===== config.mk =====
export PLATFORM = sky130hd
export DESIGN_NAME = idu_ie_ctrl
export DESIGN_NICKNAME = d
export VERILOG_FILES = /design/src/rtl/sm83_idu_pkg.sv /design/src/rtl/idu_half.sv /design/src/rtl/idu_ie_ctrl.sv
export SDC_FILE = /design/constraint.sdc
export NUM_CORES = 1
export LEC_CHECK = 0
export BUFFER_PORTS_ARGS = -buffer_cell sky130_fd_sc_hd__buf_2
export CORE_MARGIN = 2
export CORE_UTILIZATION = 44
export DETAILED_ROUTE_END_ITERATION = 10
export PLACE_DENSITY = 0.83
export SETUP_SLACK_MARGIN = 0.02
export SLEW_MARGIN = 25
export SYNTH_ARGS = -nofsm -noshare
export SYNTH_HDL_FRONTEND = slang
export SYNTH_HIERARCHICAL = 1
export SYNTH_SLANG_ARGS = --single-unit

===== constraint.sdc =====
create_clock -name CLK -period 3.26 [get_ports CLK]
set_input_delay 0.489 -clock CLK [delete_from_list [all_inputs] [get_ports CLK]]
set_output_delay 0.489 -clock CLK [all_outputs]
set_load 0.005 [all_outputs]

===== src/rtl/sm83_idu_pkg.sv =====
// Shared constants for the IDU address register and IE control block.
// Op codes, reset values and the default IE bus address.
package sm83_idu_pkg;

  typedef logic [2:0] idu_op_t;

  localparam idu_op_t IDU_HOLD   = 3'd0;
  localparam idu_op_t IDU_LOAD   = 3'd1;
  localparam idu_op_t IDU_INC    = 3'd2;
  localparam idu_op_t IDU_DEC    = 3'd3;
  localparam idu_op_t IDU_INC_LO = 3'd4;
  localparam idu_op_t IDU_DEC_LO = 3'd5;
  localparam idu_op_t IDU_ADJ    = 3'd6;

  localparam int unsigned RST_ADDR = 0;
  localparam int unsigned RST_IE   = 0;
  localparam logic        RST_WRAP = 1'b0;

  localparam logic [15:0] IE_ADDR_DFLT = 16'hFFFF;

endpackage


===== src/rtl/idu_half.sv =====
// One registered half of the IDU address register.
// Steps only when cin is set; co flags the step leaving the half.
module idu_half #(
  parameter int          W   = 8,
  parameter logic [W-1:0] RST = '0
) (
  input  logic         clk,
  input  logic         rst_n,
  input  logic         ld,
  input  logic         inc,
  input  logic         dec,
  input  logic         cin,
  input  logic [W-1:0] ld_val,
  output logic [W-1:0] q,
  output logic         co
);

  always_ff @(posedge clk) begin
    if (!rst_n) begin
      q <= RST;
    end else if (ld) begin
      q <= ld_val;
    end else if (cin && inc) begin
      q <= q + W'(1);
    end else if (cin && dec) begin
      q <= q - W'(1);
    end
  end

  assign co = cin & ((inc & (&q)) | (dec & ~(|q)));

endmodule


===== src/rtl/idu_ie_ctrl.sv =====
// Registered IDU address register with IE register, write decode
// and pending-interrupt vector for the IRQ arbiter.
module idu_ie_ctrl
  import sm83_idu_pkg::*;
#(
  parameter int ADDR_W = 16,
  parameter int HALF_W = ADDR_W / 2,
  parameter int DATA_W = 8,
  parameter int N_IRQ  = 5,
  parameter logic [ADDR_W-1:0] IE_ADDR = ADDR_W'(IE_ADDR_DFLT)
) (
  input  logic              CLK,
  input  logic              nRESET,
  input  logic [2:0]        idu_op,
  input  logic [ADDR_W-1:0] load_val,
  input  logic              alu_carry,
  input  logic              temp_sign,
  output logic [ADDR_W-1:0] addr,
  output logic              wrap,
  input  logic [ADDR_W-1:0] bus_addr,
  input  logic              bus_wr,
  input  logic [DATA_W-1:0] bus_data,
  output logic [DATA_W-1:0] ie,
  input  logic [N_IRQ-1:0]  if_in,
  output logic [N_IRQ-1:0]  irq_pending,
  output logic              irq_any
);

  localparam logic [ADDR_W-1:0] ADDR_RST = ADDR_W'(RST_ADDR);

  logic              lo_ld;
  logic              lo_inc;
  logic              lo_dec;
  logic              hi_ld;
  logic              hi_inc;
  logic              hi_dec;
  logic              hi_cin;
  logic              chain;
  logic              wrap_lo;
  logic              wrap_hi;
  logic              lo_co;
  logic              hi_co;
  logic              wrap_d;
  logic [HALF_W-1:0] lo_q;
  logic [HALF_W-1:0] hi_q;
  logic              ie_wr;
  logic [N_IRQ-1:0]  pend_d;

  always_comb begin
    lo_ld   = 1'b0;
    lo_inc  = 1'b0;
    lo_dec  = 1'b0;
    hi_ld   = 1'b0;
    hi_inc  = 1'b0;
    hi_dec  = 1'b0;
    chain   = 1'b0;
    wrap_lo = 1'b0;
    wrap_hi = 1'b0;
    case (idu_op)
      IDU_LOAD: begin
        lo_ld = 1'b1;
        hi_ld = 1'b1;
      end
      IDU_INC: begin
        lo_inc  = 1'b1;
        hi_inc  = 1'b1;
        chain   = 1'b1;
        wrap_hi = 1'b1;
      end
      IDU_DEC: begin
        lo_dec  = 1'b1;
        hi_dec  = 1'b1;
        chain   = 1'b1;
        wrap_hi = 1'b1;
      end
      IDU_INC_LO: begin
        lo_inc  = 1'b1;
        wrap_lo = 1'b1;
      end
      IDU_DEC_LO: begin
        lo_dec  = 1'b1;
        wrap_lo = 1'b1;
      end
      IDU_ADJ: begin
        lo_ld   = 1'b1;
        hi_inc  = alu_carry & ~temp_sign;
        hi_dec  = ~alu_carry & temp_sign;
        wrap_hi = 1'b1;
      end
      default: begin
      end
    endcase
  end

  // Carry only ripples into the high half for full-width INC/DEC.
  assign hi_cin = chain ? lo_co : 1'b1;

  idu_half #(
    .W   (HALF_W),
    .RST (ADDR_RST[HALF_W-1:0])
  ) u_lo (
    .clk    (CLK),
    .rst_n  (nRESET),
    .ld     (lo_ld),
    .inc    (lo_inc),
    .dec    (lo_dec),
    .cin    (1'b1),
    .ld_val (load_val[HALF_W-1:0]),
    .q      (lo_q),
    .co     (lo_co)
  );

  idu_half #(
    .W   (HALF_W),
    .RST (ADDR_RST[ADDR_W-1:HALF_W])
  ) u_hi (
    .clk    (CLK),
    .rst_n  (nRESET),
    .ld     (hi_ld),
    .inc    (hi_inc),
    .dec    (hi_dec),
    .cin    (hi_cin),
    .ld_val (load_val[ADDR_W-1:HALF_W]),
    .q      (hi_q),
    .co     (hi_co)
  );

  assign addr   = {hi_q, lo_q};
  assign wrap_d = (wrap_lo & lo_co) | (wrap_hi & hi_co);

  always_ff @(posedge CLK) begin
    if (!nRESET) begin
      wrap <= RST_WRAP;
    end else begin
      wrap <= wrap_d;
    end
  end

  assign ie_wr  = bus_wr && (bus_addr == IE_ADDR);
  assign pend_d = ie[N_IRQ-1:0] & if_in;

  always_ff @(posedge CLK) begin
    if (!nRESET) begin
      ie          <= DATA_W'(RST_IE);
      irq_pending <= '0;
      irq_any     <= 1'b0;
    end else begin
      if (ie_wr) begin
        ie <= bus_data;
      end
      irq_pending <= pend_d;
      irq_any     <= |pend_d;
    end
  end

endmodule


# Word-level counts from Yosys, hierarchy flattened

Index checks and enable logic that the tools add are counted.

Memories kept: 0
Output and inout bits: 31
Word-level logic and storage cells: 66
Memory bits (writable): 0
Bits of input ports: 53
Latch bits: 0
Memory bits (read-only): 0
Register bits after elaboration: 31

Shifts and indexed selects: 0
Bitwise logic cells: 17
Reduce and logical (&&, ||, !) cells: 16
Div/mod/pow operators: 0
Equal/unequal tests: 7
Order comparisons: 0
Add/subtract/negate cells: 4
Multiplexer cells: 16
Multipliers: 0

Operators with widths:

| kind                                                | number |
|---|---|
| two-way mux 8 bit                                   | 6 |
| adder 8 x 1 -> 8 bit, second input constant         | 2 |
| equality test 16 bit, second input constant         | 1 |
| AND reduction 8 bit                                 | 2 |
| OR reduction 8 bit                                  | 2 |
| subtractor 8 x 1 -> 8 bit, second input constant    | 2 |
| OR reduction 2 bit                                  | 5 |
| bitwise AND 1 bit                                   | 9 |
| equality test 3 bit, second input constant          | 3 |
| two-way mux 1 bit                                   | 8 |
| equality test 3 x 2 -> 1 bit, second input constant | 2 |
| nonzero test 3 bit                                  | 2 |
| bitwise AND 5 bit                                   | 1 |
| OR reduction 5 bit                                  | 1 |
| NOT 1 bit                                           | 4 |
| one-hot mux 1 bit (2 select lines)                  | 2 |
| equality test 3 x 1 -> 1 bit, second input constant | 1 |
| logical AND 1 bit                                   | 3 |
| bitwise OR 1 bit                                    | 3 |
| OR reduction 3 bit                                  | 1 |

# Longest topological paths before layout

Depth in word-level cells: 10
Mapped depth: 15
Depth with buffers taken out: 15

# Modules after synthesis

The synthesis kept the hierarchy.

Modules (own cells, without submodules):

| module      | sequential area each (µm²) | area an instance (µm²) | cells each | times used |
|---|---|---|---|---|
| idu_half    | 160.2                      | 729.4                  | 96         | 2 |
| idu_ie_ctrl | 300.3                      | 674.4                  | 75         | 1 |

# Least setup slack after synthesis

OpenSTA, ideal clock, no wires.

Path kind: input to register
Start point: input idu_op[2]
End point: register u_hi.q[6]
Stages on the path: 15
Path slack: 25 ps
Required time: 3139 ps
Buffers on the path: 0
Arrival time: 3114 ps
Setup time: 121 ps
Cells stage by stage: xor2_1 nor2b_1 nand4_1 nor2_1 nand4_1 a21boi_0 nor2_1 nand2_1 nand2_1 fa_1 a21oi_1 o211ai_1 or4_1 nand2_1 o31ai_1

Longest elaborated chain between the ends: 9
Elaborated cells between the ends (all ways): 24
Those cells by class: 6 x eq/ne; 9 x mux; 3 x bitwise; 6 x reduce/logical

Ends and longest elaborated chain:

| item                                                                | RTL line          | RTL |
|---|---|---|
| start, declared                                                     | idu_ie_ctrl.sv:14 | `input logic [2:0] idu_op,` |
| equality test 3 x 2 -> 1 bit or equality test 3 bit (tied branches) | idu_ie_ctrl.sv:59 | `case (idu_op)` |
| OR reduction 2 bit (no line) (*)                                    | -                 |  |
| two-way mux 1 bit (*)                                               | idu_ie_ctrl.sv:59 |  |
| net lo_inc                                                          | idu_ie_ctrl.sv:32 | `logic lo_inc;` |
| bitwise AND 1 bit (*)                                               | idu_half.sv:30    | `assign co = cin & ((inc & (&q)) \| (dec & ~(\|q)));` |
| bitwise OR 1 bit (*)                                                | idu_half.sv:30    |  |
| net lo_co                                                           | idu_ie_ctrl.sv:41 | `logic lo_co;` |
| two-way mux 1 bit (*)                                               | idu_ie_ctrl.sv:96 | `assign hi_cin = chain ? lo_co : 1'b1;` |
| net hi_cin                                                          | idu_ie_ctrl.sv:37 | `logic hi_cin;` |
| logical AND 1 bit                                                   | idu_half.sv:23    | `end else if (cin && inc) begin` |
| two-way mux 8 bit                                                   | idu_half.sv:23    |  |
| two-way mux 8 bit                                                   | idu_half.sv:21    | `end else if (ld) begin` |
| end signal, assigned                                                | idu_half.sv:22    | `q <= ld_val;` |
| end signal, assigned                                                | idu_half.sv:24    | `q <= q + W'(1);` |
| end signal, assigned                                                | idu_half.sv:26    | `q <= q - W'(1);` |
| end, declared                                                       | idu_half.sv:14    | `output logic [W-1:0] q,` |

The timed path passes the listed nets; every way through them passes the cells marked *.
A chain may end at the register's enable or synchronous reset.

# Final worst setup path

Start point: input idu_op[1]
End point: register u_hi.q[6]

The elaborated chain is that of the path after synthesis.

==> impl_metrics.py <==
metrics = {
    "sta": {
        "tns_ns": 0,
        "worst_slew_pin_slew_ns": 0.7183,
        "period_minus_slack_ns": 3.019,
        "timing.final.crit_share_pct": 92.62,
        "hold_viol": 0,
        "finClkSkew_ns": 0.01435,
        "rsz0062_at_grt": "false",
        "fin_ws_ns": 0.2405,
        "max_freq_mhz": 331.2,
        "setup_viol": 0,
        "relSlewSlack_pct": 52.02,
        "slew_violations": 0,
    },
    "worst_setup_path": {
        "cp.arrival_ns": 3.19,
        "crit_chain": "buf_2, xor2_1, nor2b_1, nand4_1, nor2_1, nand4_1, a21boi_0, nor2_1, nand2_1, nand2_1, fa_1, a21oi_1, o211ai_1, or4_1, nand2_1, o31ai_1",
        "worst-path-max-fanout": 5,
        "required_ns": 3.43,
        "crit_type": "primary input to register",
        "crit_path_start_kind": "primary input",
        "timing.rr.start": "u_lo/q[4]",
        "cp-end-kind": "register",
        "cpMaxStageDelayCell": "or4_1",
        "startpoint": "idu_op[1]",
        "cpPeakStageDelay_ns": 0.43,
        "cpMostUsedCell": "nand2_1",
    },
    "synth": {
        "synth_area_leaders": "dfxtp_1 29%, ha_1 8.2%, nand2_1 7.7%",
        "synth_edf_count": 0,
        "yosys.cell_types.count": 43,
        "synth_common_cells": "44 x nand2_1, 31 x dfxtp_1, 23 x a21oi_1",
        "async_reset_ff_share_pct": 0,
        "yosys.area.top_type": "dfxtp_1",
        "syn_area_per_cell_sq_um": 7.990,
        "synth_top_cell_area_share_pct": 29.09,
        "seq_area_frac_synth_pct": 29.09,
        "syn_area_sq_um": 2133,
        "yosysWarnings": 6,
        "synth_ff_type": "dfxtp_1",
        "yosysMostFrequentCell": "nand2_1",
        "syn_inst": 267,
        "synth.ff_latch_count": 31,
    },
    "final_layout": {
        "layout-drive-gt1-share_pct": 30.43,
        "n_antenna_cell": 0,
        "final_util_pct": 60.35,
        "num-nets-final": 436,
        "syn_to_final_growth_pct": 32.73,
        "final-seq-area_sq_um": 620.6,
        "fillCellCount": 398,
        "multi_input_area_sq_um": 1464,
    },
    "floorplanning": {
        "dieArea_sq_um": 5421,
        "start_util_pct": 45.47,
        "rows": 25,
        "die_w_um": 73.63,
        "ios": 84,
        "coreArea_sq_um": 4692,
        "die_h_um": 73.63,
    },
    "cts": {
        "root_buffer": "clkbuf_8",
        "clock_sinks": 31,
        "cts_buffer_depth": 2,
        "cts_resized": 0,
        "path_clk_slew_ns": 0.08,
        "insertion_delay_ns": 0.28,
        "cts_buffers": 5,
        "cts_tree": "done",
        "cts_hold_buf": 0,
        "cts.htree.levels": 2,
        "postCtsSetupBuffers": 0,
    },
    "drt": {
        "dr.pass1.iters": 4,
        "routedWlPerCell_um": 12.72,
        "post_drt_via_cell_ratio": 5.429,
        "drt_iter0_drc": 109,
        "ant_nets": 0,
        "drc": 0,
        "routed_wl_mm": 5.369,
        "vias": 2291,
    },
    "placement": {
        "port_buffers": 83,
        "dp_hpwl_mm": 4.072,
        "place.gp.congestion": 0.9447,
        "dpl_worst_slack_ns": -0.004289,
    },
    "status": {
        "outcome": "finished clean",
    },
    "power_and_ir_drop": {
        "p_comb_share_pct": 31.1,
        "irDropWorstVdd_mv": 0.2605,
        "leakage_uw": 0.001421,
        "switchingPower_uw": 395.9,
        "p_seq_share_pct": 34.0,
        "powerDensity_nw_per_um2": 460.8,
        "clkPwrFrac_pct": 35.0,
        "internal-power_uw": 908.9,
        "p_sw_share_pct": 30.34,
    },
    "hold_path": {
        "min_path_type": "primary input to register",
        "hold_start": "load_val[4]",
    },
    "global_route": {
        "track_usage_pct": 20.73,
        "gr-total-overflow": 0,
        "grt_pass1_vias": 2105,
        "grt_pass1_wl_mm": 8.921,
        "grt_max_degree": 42,
        "antenna_found_initial": 0,
    },
    "job": {
        "drv_cap": 0,
    },
}
==> power groups by stage <==
stage	registers [uW]	logic [uW]	clock network, uW
2_1_floorplan	447	268	0
3_3_place_gp	451	390	0
3_5_place_dp	452	399	0
4_1_cts	443	402	466
5_1_grt	448	458	483
6_report	443	405	456
==> layout by cell type (no fill, tap or decap), types with 7 or more instances in the layout <==
master	n
nor2_1	11
ha_1	14
mux2i_1	10
o211ai_1	8
nand4_1	9
dfxtp_1	31
o21ai_0	15
inv_1	7
buf_2	83
buf_4	14
nand2_1	44
and3_1	7
a21oi_1	23
nand3_1	9
==> cell type report <==
class / count / area share [%]
multi-input cells: 225 / 51.70
repair buffers: 97 / 18.38
clock buffers: 6 / 2.563
inverters: 7 / 0.9280
well taps: 54 / 2.386
clock inverters: 2 / 2.121
flip-flops and latches: 31 / 21.92
==> worst max-delay path: cells and delay by family <==
family,cells,cell delay [ns]
XOR/XNOR,1,0.18
adder cells (fa/ha/maj),1,0.41
AO/OA/AOI/OAI,4,0.68
buffers and inverters,1,0.11
AND/OR/NAND/NOR,9,1.31
==> routing by layer <==
layer,track usage [%],wire (um),vias to the layer above
met4,8.081,72,0
met3,4.664,296,8
li1,-,-,1179
met2,34.62,2576,79
met5,0,0,-
met1,25.80,2424,1025
==> flip-flops by register name, summed over array words and instances (netlist names) <==
register and cells:
ie 8, u_hi/q 8, u_lo/q 8, irq_pending 5
irq_any 1, wrap 1
==> stage by stage <==
step | instances | power, uW | instance area (sq um) | hold WS [ns]
floorplan | 271 | 715.4 | 2148 | 0.4544
global placement | 414 | 840.5 | 2699 | 0.4429
detailed placement | 414 | 850.9 | 2699 | 0.4585
CTS | 422 | 1311 | 2831 | 0.4122
global route | 422 | 1389 | 2831 | 0.4209
finish | 422 | 1305 | 2831 | 0.4240
==> logic make-up after synthesis <==
group | share of synthesized area (%)
XOR/XNOR | 3.695
other | 0.1758
buffers and inverters | 2.992
adder cells (fa/ha/maj) | 10.09
AO/OA/AOI/OAI | 23.11
multiplexers | 4.692
AND/OR/NAND/NOR | 26.16
flip-flops | 29.09
==> final timing paths <==
path | to | slack, ns | depth (start not counted)
setup reg to reg | u_hi/q[6] | 0.49 | 12
setup / recovery | u_hi/q[6] | 0.24 | 16
hold / removal | u_lo/q[4] | 0.42 | 2
hold reg to reg | ie[7] | 0.47 | 2
Power figures use the tool's default switching activity.
